[src/rtl/hdmi_counter_overlay_if.sv]
// Pixel-side bundle between the HDMI output stage (master) and the counter overlay source (slave).
interface hdmi_counter_overlay_if #(
    parameter int NUM_DIGITS = 4
);
    logic [9:0]              cx;
    logic [9:0]              cy;
    logic                    pause;
    logic                    clear;
    logic [23:0]             rgb;
    logic [4*NUM_DIGITS-1:0] count_bcd;

    modport master (output cx, cy, pause, clear, input rgb, count_bcd);
    modport slave  (input cx, cy, pause, clear, output rgb, count_bcd);
endinterface

[src/rtl/hdmi_counter_overlay.sv]
// Frame-driven BCD counter rendered as scaled 8x8 glyphs; rgb is aligned to the cx/cy of the same cycle.
// Optional leading-zero blanking is enabled by defining HDMI_OVERLAY_ZERO_BLANK_EN.
module hdmi_counter_overlay #(
    parameter int          FRAME_WIDTH      = 800,
    parameter int          SCREEN_WIDTH     = 640,
    parameter int          SCREEN_HEIGHT    = 480,
    parameter int          NUM_DIGITS       = 4,
    parameter int          FRAMES_PER_COUNT = 60,
    parameter int          ORIGIN_X         = 64,
    parameter int          ORIGIN_Y         = 32,
    parameter int          SCALE_LOG2       = 2,
    parameter logic [23:0] FG_COLOR         = 24'hFFFFFF,
    parameter logic [23:0] BG_COLOR         = 24'h000080
) (
    input  logic                   CLK_PIXEL,
    input  logic                   RESET,
    hdmi_counter_overlay_if.slave  bus
);
    localparam int            CW         = 4 * NUM_DIGITS;
    localparam int            GLYPH_PX   = 8 << SCALE_LOG2;
    localparam int            PW         = (FRAMES_PER_COUNT > 1) ? $clog2(FRAMES_PER_COUNT) : 1;
    localparam logic [PW-1:0] PRESC_LAST = PW'(FRAMES_PER_COUNT - 1);
    localparam logic [10:0]   X_LO       = 11'(ORIGIN_X);
    localparam logic [10:0]   X_HI       = 11'(ORIGIN_X + NUM_DIGITS * GLYPH_PX);
    localparam logic [9:0]    Y_LO       = 10'(ORIGIN_Y);
    localparam logic [9:0]    Y_HI       = 10'(ORIGIN_Y + GLYPH_PX);

    function automatic logic [7:0] font_row(input logic [3:0] digit, input logic [2:0] row);
        logic [63:0] glyph;
        case (digit)
            4'd0:    glyph = 64'h3C66_6E76_6666_3C00;
            4'd1:    glyph = 64'h1838_1818_1818_7E00;
            4'd2:    glyph = 64'h3C66_060C_3060_7E00;
            4'd3:    glyph = 64'h3C66_061C_0666_3C00;
            4'd4:    glyph = 64'h0C1C_3C6C_7E0C_0C00;
            4'd5:    glyph = 64'h7E60_7C06_0666_3C00;
            4'd6:    glyph = 64'h3C66_607C_6666_3C00;
            4'd7:    glyph = 64'h7E66_0C18_1818_1800;
            4'd8:    glyph = 64'h3C66_663C_6666_3C00;
            4'd9:    glyph = 64'h3C66_663E_0666_3C00;
            default: glyph = 64'h0;
        endcase
        return glyph[{~row, 3'b000} +: 8];
    endfunction

    function automatic logic [CW-1:0] bcd_inc(input logic [CW-1:0] v);
        logic [CW-1:0] r;
        logic          carry;
        r     = v;
        carry = 1'b1;
        for (int i = 0; i < NUM_DIGITS; i++) begin
            if (carry) begin
                if (v[4*i +: 4] == 4'd9) begin
                    r[4*i +: 4] = 4'd0;
                end else begin
                    r[4*i +: 4] = v[4*i +: 4] + 4'd1;
                    carry       = 1'b0;
                end
            end
        end
        return r;
    endfunction

    logic [PW-1:0]  presc_q, presc_d;
    logic [CW-1:0]  count_q, count_d;
    logic [10:0]    s1_x_q, s1_x_d;
    logic [9:0]     s1_y_q, s1_y_d;
    logic           s1_act_q, s1_act_d;
    logic [23:0]    rgb_q, rgb_d;

    logic           frame_evt;
    logic [10:0]    xa;
    logic [10:0]    dx;
    logic [9:0]     dy;
    logic           in_region;
    logic [2:0]     digit_sel;
    logic [3:0]     nib;
    logic           suppress;
    logic [7:0]     glyph_byte;
    logic           pix_on;
    logic [NUM_DIGITS-1:0] lead_blank;

    assign frame_evt = (bus.cx == 10'd0) && (bus.cy == 10'(SCREEN_HEIGHT));

    // NOTE: every always_comb output gets a default first so no path can infer a latch.
    always_comb begin
        presc_d = presc_q;
        count_d = count_q;
        if (bus.clear) begin
            presc_d = '0;
            count_d = '0;
        end else if (!bus.pause && frame_evt) begin
            if (presc_q == PRESC_LAST) begin
                presc_d = '0;
                count_d = bcd_inc(count_q);
            end else begin
                presc_d = presc_q + 1'b1;
            end
        end
    end

    // Look two pixels ahead so the two register stages land on the current cx.
    always_comb begin
        xa       = {1'b0, bus.cx} + 11'd2;
        s1_x_d   = xa;
        s1_y_d   = bus.cy;
        s1_act_d = (xa < 11'(FRAME_WIDTH)) && (xa < 11'(SCREEN_WIDTH))
                   && (bus.cy < 10'(SCREEN_HEIGHT));
    end

`ifdef HDMI_OVERLAY_ZERO_BLANK_EN
    logic zero_run;
    always_comb begin
        lead_blank = '0;
        zero_run   = 1'b1;
        for (int i = 0; i < NUM_DIGITS - 1; i++) begin
            zero_run      = zero_run && (count_q[4*(NUM_DIGITS-1-i) +: 4] == 4'd0);
            lead_blank[i] = zero_run;
        end
    end
`else
    assign lead_blank = '0;
`endif

    // Second stage folds digit select, font fetch and colour choice into the output register.
    always_comb begin
        dx         = s1_x_q - X_LO;
        dy         = s1_y_q - Y_LO;
        in_region  = (s1_x_q >= X_LO) && (s1_x_q < X_HI) && (s1_y_q >= Y_LO) && (s1_y_q < Y_HI);
        digit_sel  = 3'(dx >> (SCALE_LOG2 + 3));
        nib        = 4'd0;
        suppress   = 1'b0;
        for (int i = 0; i < NUM_DIGITS; i++) begin
            if (digit_sel == 3'(i)) begin
                nib      = count_q[4*(NUM_DIGITS-1-i) +: 4];
                suppress = lead_blank[i];
            end
        end
        glyph_byte = font_row(nib, 3'(dy >> SCALE_LOG2));
        pix_on     = glyph_byte[~(3'(dx >> SCALE_LOG2))];
        if (!s1_act_q) begin
            rgb_d = 24'h000000;
        end else if (in_region && pix_on && !suppress) begin
            rgb_d = FG_COLOR;
        end else begin
            rgb_d = BG_COLOR;
        end
    end

    // NOTE: state updates use non-blocking assignments so every flop samples pre-edge values.
    always_ff @(posedge CLK_PIXEL) begin
        if (RESET) begin
            presc_q  <= '0;
            count_q  <= '0;
            s1_x_q   <= '0;
            s1_y_q   <= '0;
            s1_act_q <= 1'b0;
            rgb_q    <= '0;
        end else begin
            presc_q  <= presc_d;
            count_q  <= count_d;
            s1_x_q   <= s1_x_d;
            s1_y_q   <= s1_y_d;
            s1_act_q <= s1_act_d;
            rgb_q    <= rgb_d;
        end
    end

    assign bus.rgb       = rgb_q;
    assign bus.count_bcd = count_q;
endmodule
[src/flat_wrapper.sv]
// flat-port wrapper written by rule: the top's interface ports become plain ports
module hdmi_counter_overlay_flat 
#(
    parameter int          FRAME_WIDTH      = 800,
    parameter int          SCREEN_WIDTH     = 640,
    parameter int          SCREEN_HEIGHT    = 480,
    parameter int          NUM_DIGITS       = 4,
    parameter int          FRAMES_PER_COUNT = 60,
    parameter int          ORIGIN_X         = 64,
    parameter int          ORIGIN_Y         = 32,
    parameter int          SCALE_LOG2       = 2,
    parameter logic [23:0] FG_COLOR         = 24'hFFFFFF,
    parameter logic [23:0] BG_COLOR         = 24'h000080
)
  (CLK_PIXEL, RESET, bus_cx, bus_cy, bus_pause, bus_clear, bus_rgb, bus_count_bcd);
  hdmi_counter_overlay_if #(.NUM_DIGITS(NUM_DIGITS)) bus_i ();
  input  logic CLK_PIXEL;
  input  logic RESET;
  input wire logic [$bits(bus_i.cx)-1:0] bus_cx;
  input wire logic [$bits(bus_i.cy)-1:0] bus_cy;
  input wire logic [$bits(bus_i.pause)-1:0] bus_pause;
  input wire logic [$bits(bus_i.clear)-1:0] bus_clear;
  output wire logic [$bits(bus_i.rgb)-1:0] bus_rgb;
  output wire logic [$bits(bus_i.count_bcd)-1:0] bus_count_bcd;
  assign bus_i.cx = bus_cx;
  assign bus_i.cy = bus_cy;
  assign bus_i.pause = bus_pause;
  assign bus_i.clear = bus_clear;
  assign bus_rgb = bus_i.rgb;
  assign bus_count_bcd = bus_i.count_bcd;
  hdmi_counter_overlay #(.FRAME_WIDTH(FRAME_WIDTH), .SCREEN_WIDTH(SCREEN_WIDTH), .SCREEN_HEIGHT(SCREEN_HEIGHT), .NUM_DIGITS(NUM_DIGITS), .FRAMES_PER_COUNT(FRAMES_PER_COUNT), .ORIGIN_X(ORIGIN_X), .ORIGIN_Y(ORIGIN_Y), .SCALE_LOG2(SCALE_LOG2), .FG_COLOR(FG_COLOR), .BG_COLOR(BG_COLOR)) u_core (.CLK_PIXEL(CLK_PIXEL), .RESET(RESET), .bus(bus_i));
endmodule
[config.mk]
export PLATFORM = sky130hd
export DESIGN_NAME = hdmi_counter_overlay_flat
export DESIGN_NICKNAME = d
export VERILOG_FILES = /design/src/rtl/hdmi_counter_overlay_if.sv /design/src/rtl/hdmi_counter_overlay.sv /design/src/flat_wrapper.sv
export SDC_FILE = /design/constraint.sdc
export NUM_CORES = 1
export LEC_CHECK = 0
export ABC_AREA = 1
export BUFFER_PORTS_ARGS = -buffer_cell sky130_fd_sc_hd__buf_2
export CAP_MARGIN = 10
export CELL_PAD_IN_SITES_DETAIL_PLACEMENT = 2
export CELL_PAD_IN_SITES_GLOBAL_PLACEMENT = 2
export CORE_UTILIZATION = 29
export CTS_CLUSTER_SIZE = 10
export DETAILED_ROUTE_END_ITERATION = 10
export GPL_ROUTABILITY_DRIVEN = 0
export PLACE_DENSITY_LB_ADDON = 0.1
export SYNTH_ARGS = -nofsm -noshare
export SYNTH_HDL_FRONTEND = slang
export SYNTH_SLANG_ARGS = --single-unit
[constraint.sdc]
create_clock -name CLK_PIXEL -period 3.13 [get_ports CLK_PIXEL]
set_clock_uncertainty 0.05 [all_clocks]
set_input_delay 0.313 -clock CLK_PIXEL [delete_from_list [all_inputs] [get_ports CLK_PIXEL]]
set_output_delay 0.313 -clock CLK_PIXEL [all_outputs]
set_load 0.01 [all_outputs]
==> impl_metrics.ini <==
[cts]
path_clk_slew_ns = 0.09
insertion_delay_ns = 0.31
numCtsBuffers = 5
cts_buffer_depth = 2
cts.sinks = 44
cts_tree = yes
htree_levels = 2
ctsHoldBuffers = 0
cts_root_buf = clkbuf_8

[pwr]
leakage_nw = 1.85
swShare_pct = 29.3
p_switching_uw = 364
seq_power_share_pct = 47.0
clockPowerShare_pct = 37.2
peakVddDrop_mv = 0.148
comb_power_share_pct = 15.7
intPower_uw = 875
cellPowerDensity_nw_per_um2 = 340

[setup_path]
cp-end-kind = register
cp_max_fo = 11
crit_path_start_kind = register
arrival_ns = 2.97
worstPathRequired_ns = 3.29
worstSetupPathType = reg -> reg

[drt]
ant_nets = 0
remaining_drc_errors = 0
vias = 3419
dr.pass1.iters = 4
wl_per_cell_um = 15.4
vias_per_cell = 4.93
drtIter0Drc = 80
wl_um = 10700

[yosys]
synth_cells = 513
ys_warn_count = 0
synth-seq-area-share_pct = 27.6
ys_seq_elements = 44
syn_nets = 547
syn_avg_cell_area_um2 = 6.22
yosys.cell_types.count = 38
synth_area_um2 = 3190

[global_route]
overflow = 0
grt_max_degree = 24
grt_usage_pct = 19.3
grt_pass1_wl_um = 17500
grt_antenna_before_repair = 0
first_global_vias = 3546

[cells_and_area]
regArea_um2 = 881
nets = 591
n_antenna_cell = 0
multi_input_area_um2 = 1800
drive_above_1_share_pct = 18.6
nFillCells = 1300
layout_commonest_cell = nand2_1
syn2layout_area_growth_pct = 14.1
final_cell_mix = nand2_1, inv_1, buf_2

[timing]
tns_ns = 0
slew_viol_final = 0
worst_pin_slew_ns = 0.544
period_needed_ns = 2.81
fin_crit_sh_pct = 89.7
grt_setup_unrepaired = no
fmax_ghz = 0.356
hold_violations = 0
setup_slack_ns = 0.322
finalSetupViolations = 0
relSlewSlack_pct = 63.7

[hold_path]
hold_path_class = in -> reg

[placement]
dp_hpwl_um = 8850
portBuffers = 63
dp_slack_ns = 0.253

[die]
ios = 64
start_util_pct = 30.4
dieArea_um2 = 11400
die_h_um = 107
num_rows = 37
die_x_um = 107
coreArea_um2 = 10500

[status]
status = completed

[flow_run]
maxCapViolations = 0
-- critical path: stages, from the launching register on --
cell	delay (ns)
dfxtp_1	0.34
inv_1	0.07
ha_1	0.32
inv_2	0.17
nand3_2	0.13
inv_2	0.08
nand2_1	0.05
nand4_1	0.12
buf_4	0.17
ha_1	0.26
nand3_1	0.17
nand2_1	0.17
nand2_1	0.07
nand3_1	0.08
nand2_1	0.05
nand2_1	0.06
nand2_1	0.05
nand3_1	0.08
nand2_1	0.05
nor2_1	0.12
nor2_1	0.05
-- worst paths after layout --
path	startpoint	endpoint	slack (ns)	cells past startpoint
setup / recovery	u_core.s1_x_q[7]	u_core.bus.rgb[22]	0.32	20
hold reg to reg	u_core.s1_act_q	u_core.bus.rgb[7]	0.41	2
hold / removal	bus_cx[1]	u_core.s1_x_q[1]	0.16	2
setup reg to reg	u_core.s1_x_q[7]	u_core.bus.rgb[22]	0.32	20
-- stage by stage --
stage | util, % | cell area [um2] | power, mW | hold WS (ns) | std cells
2_1_floorplan | - | 3190 | 0.721 | 0.335 | 513
4_1_cts | 34.4 | 3620 | 1.25 | 0.164 | 692
3_5_place_dp | 33.3 | 3500 | 0.792 | 0.394 | 684
3_3_place_gp | 33.3 | 3500 | 0.787 | 0.404 | 684
6_report | 34.7 | 3640 | 1.24 | 0.163 | 694
5_1_grt | 34.7 | 3640 | 1.30 | 0.172 | 694
-- power groups by stage --
stage	logic [mW]	registers (mW)	clock network, mW
after global placement	0.191	0.596	0
after detailed placement	0.196	0.596	0
final	0.195	0.582	0.461
after CTS	0.197	0.583	0.473
after floorplan	0.129	0.592	0
after global routing	0.221	0.585	0.492
-- flip-flops by register name, indices dropped and copies added (netlist names) --
| name | cells |
|---|---|
| u_core.bus.count_bcd | 16 |
| u_core.bus.rgb | 2 |
| u_core.presc_q | 6 |
| u_core.s1_x_q | 11 |
| u_core.s1_y_q | 8 |
| u_core.s1_act_q | 1 |
-- cells by family (layout without fill, tap and decap cells) --
family                     Yosys count  after routing  share of synthesized area, %
AOI/OAI and AO/OA                   60             60                          10.5
xor gates and xnor gates             5              5                          1.37
adders and majority gates           10             10                          3.92
buffers and inverters              114            159                          16.3
DFF                                 44             44                          27.6
and+or+nand+nor                    280            280                          40.3
-- synthesized netlist by cell type --
library cell	instances	share of area (%)
ha_1	10	3.9
or4_1	1	0.24
nor3b_1	1	0.24
dfxtp_1	44	28
o32ai_1	1	0.27
inv_2	4	0.47
o21ai_1	2	0.31
nand3_2	3	0.94
o311ai_0	1	0.27
a22oi_1	1	0.24
buf_2	4	0.63
buf_1	1	0.12
nor2_4	2	0.71
o21bai_1	1	0.24
nand2_1	112	13
nor2_2	6	1.2
o21ai_0	20	3.1
or2_2	1	0.20
a221oi_1	1	0.27
nand3_1	53	8.3
inv_4	1	0.20
nand2_4	1	0.35
clkinv_1	1	0.12
and3_1	1	0.20
nor4_2	2	0.78
clkbuf_1	5	0.59
xor2_1	5	1.4
nand4_1	17	3.3
nand3b_1	1	0.24
o211ai_1	4	0.94
inv_1	75	8.8
a21oi_1	26	4.1
nor4_1	5	0.98
nand2_2	5	0.98
nor3_1	10	1.6
a211oi_1	3	0.71
buf_4	23	5.4
nor2_1	59	6.9
-- layout make-up --
class / instances / area share (%)
tap: 136 / 4.67
clock inverter: 3 / 1.27
clock buffer: 5 / 1.89
timing repair buffer: 70 / 10.1
sequential: 44 / 24.2
inverter: 81 / 8.41
multi-input combinational: 355 / 49.5
-- per-layer routing --
layer  up-vias  global-route usage [%]  wire, um
li1       1716                       -         -
met1      1657                    24.9      5110
met2        41                    34.6      5280
met3         5                    2.07       211
met4         0                    3.52        68
met5         -                       0         0
-- repair_timing --
item / CTS / global route
resized for setup: 0 / 1
endpoints found under the setup margin: 0 / 1
setup buffers: 0 / 2
Power figures use the tool's default switching activity.
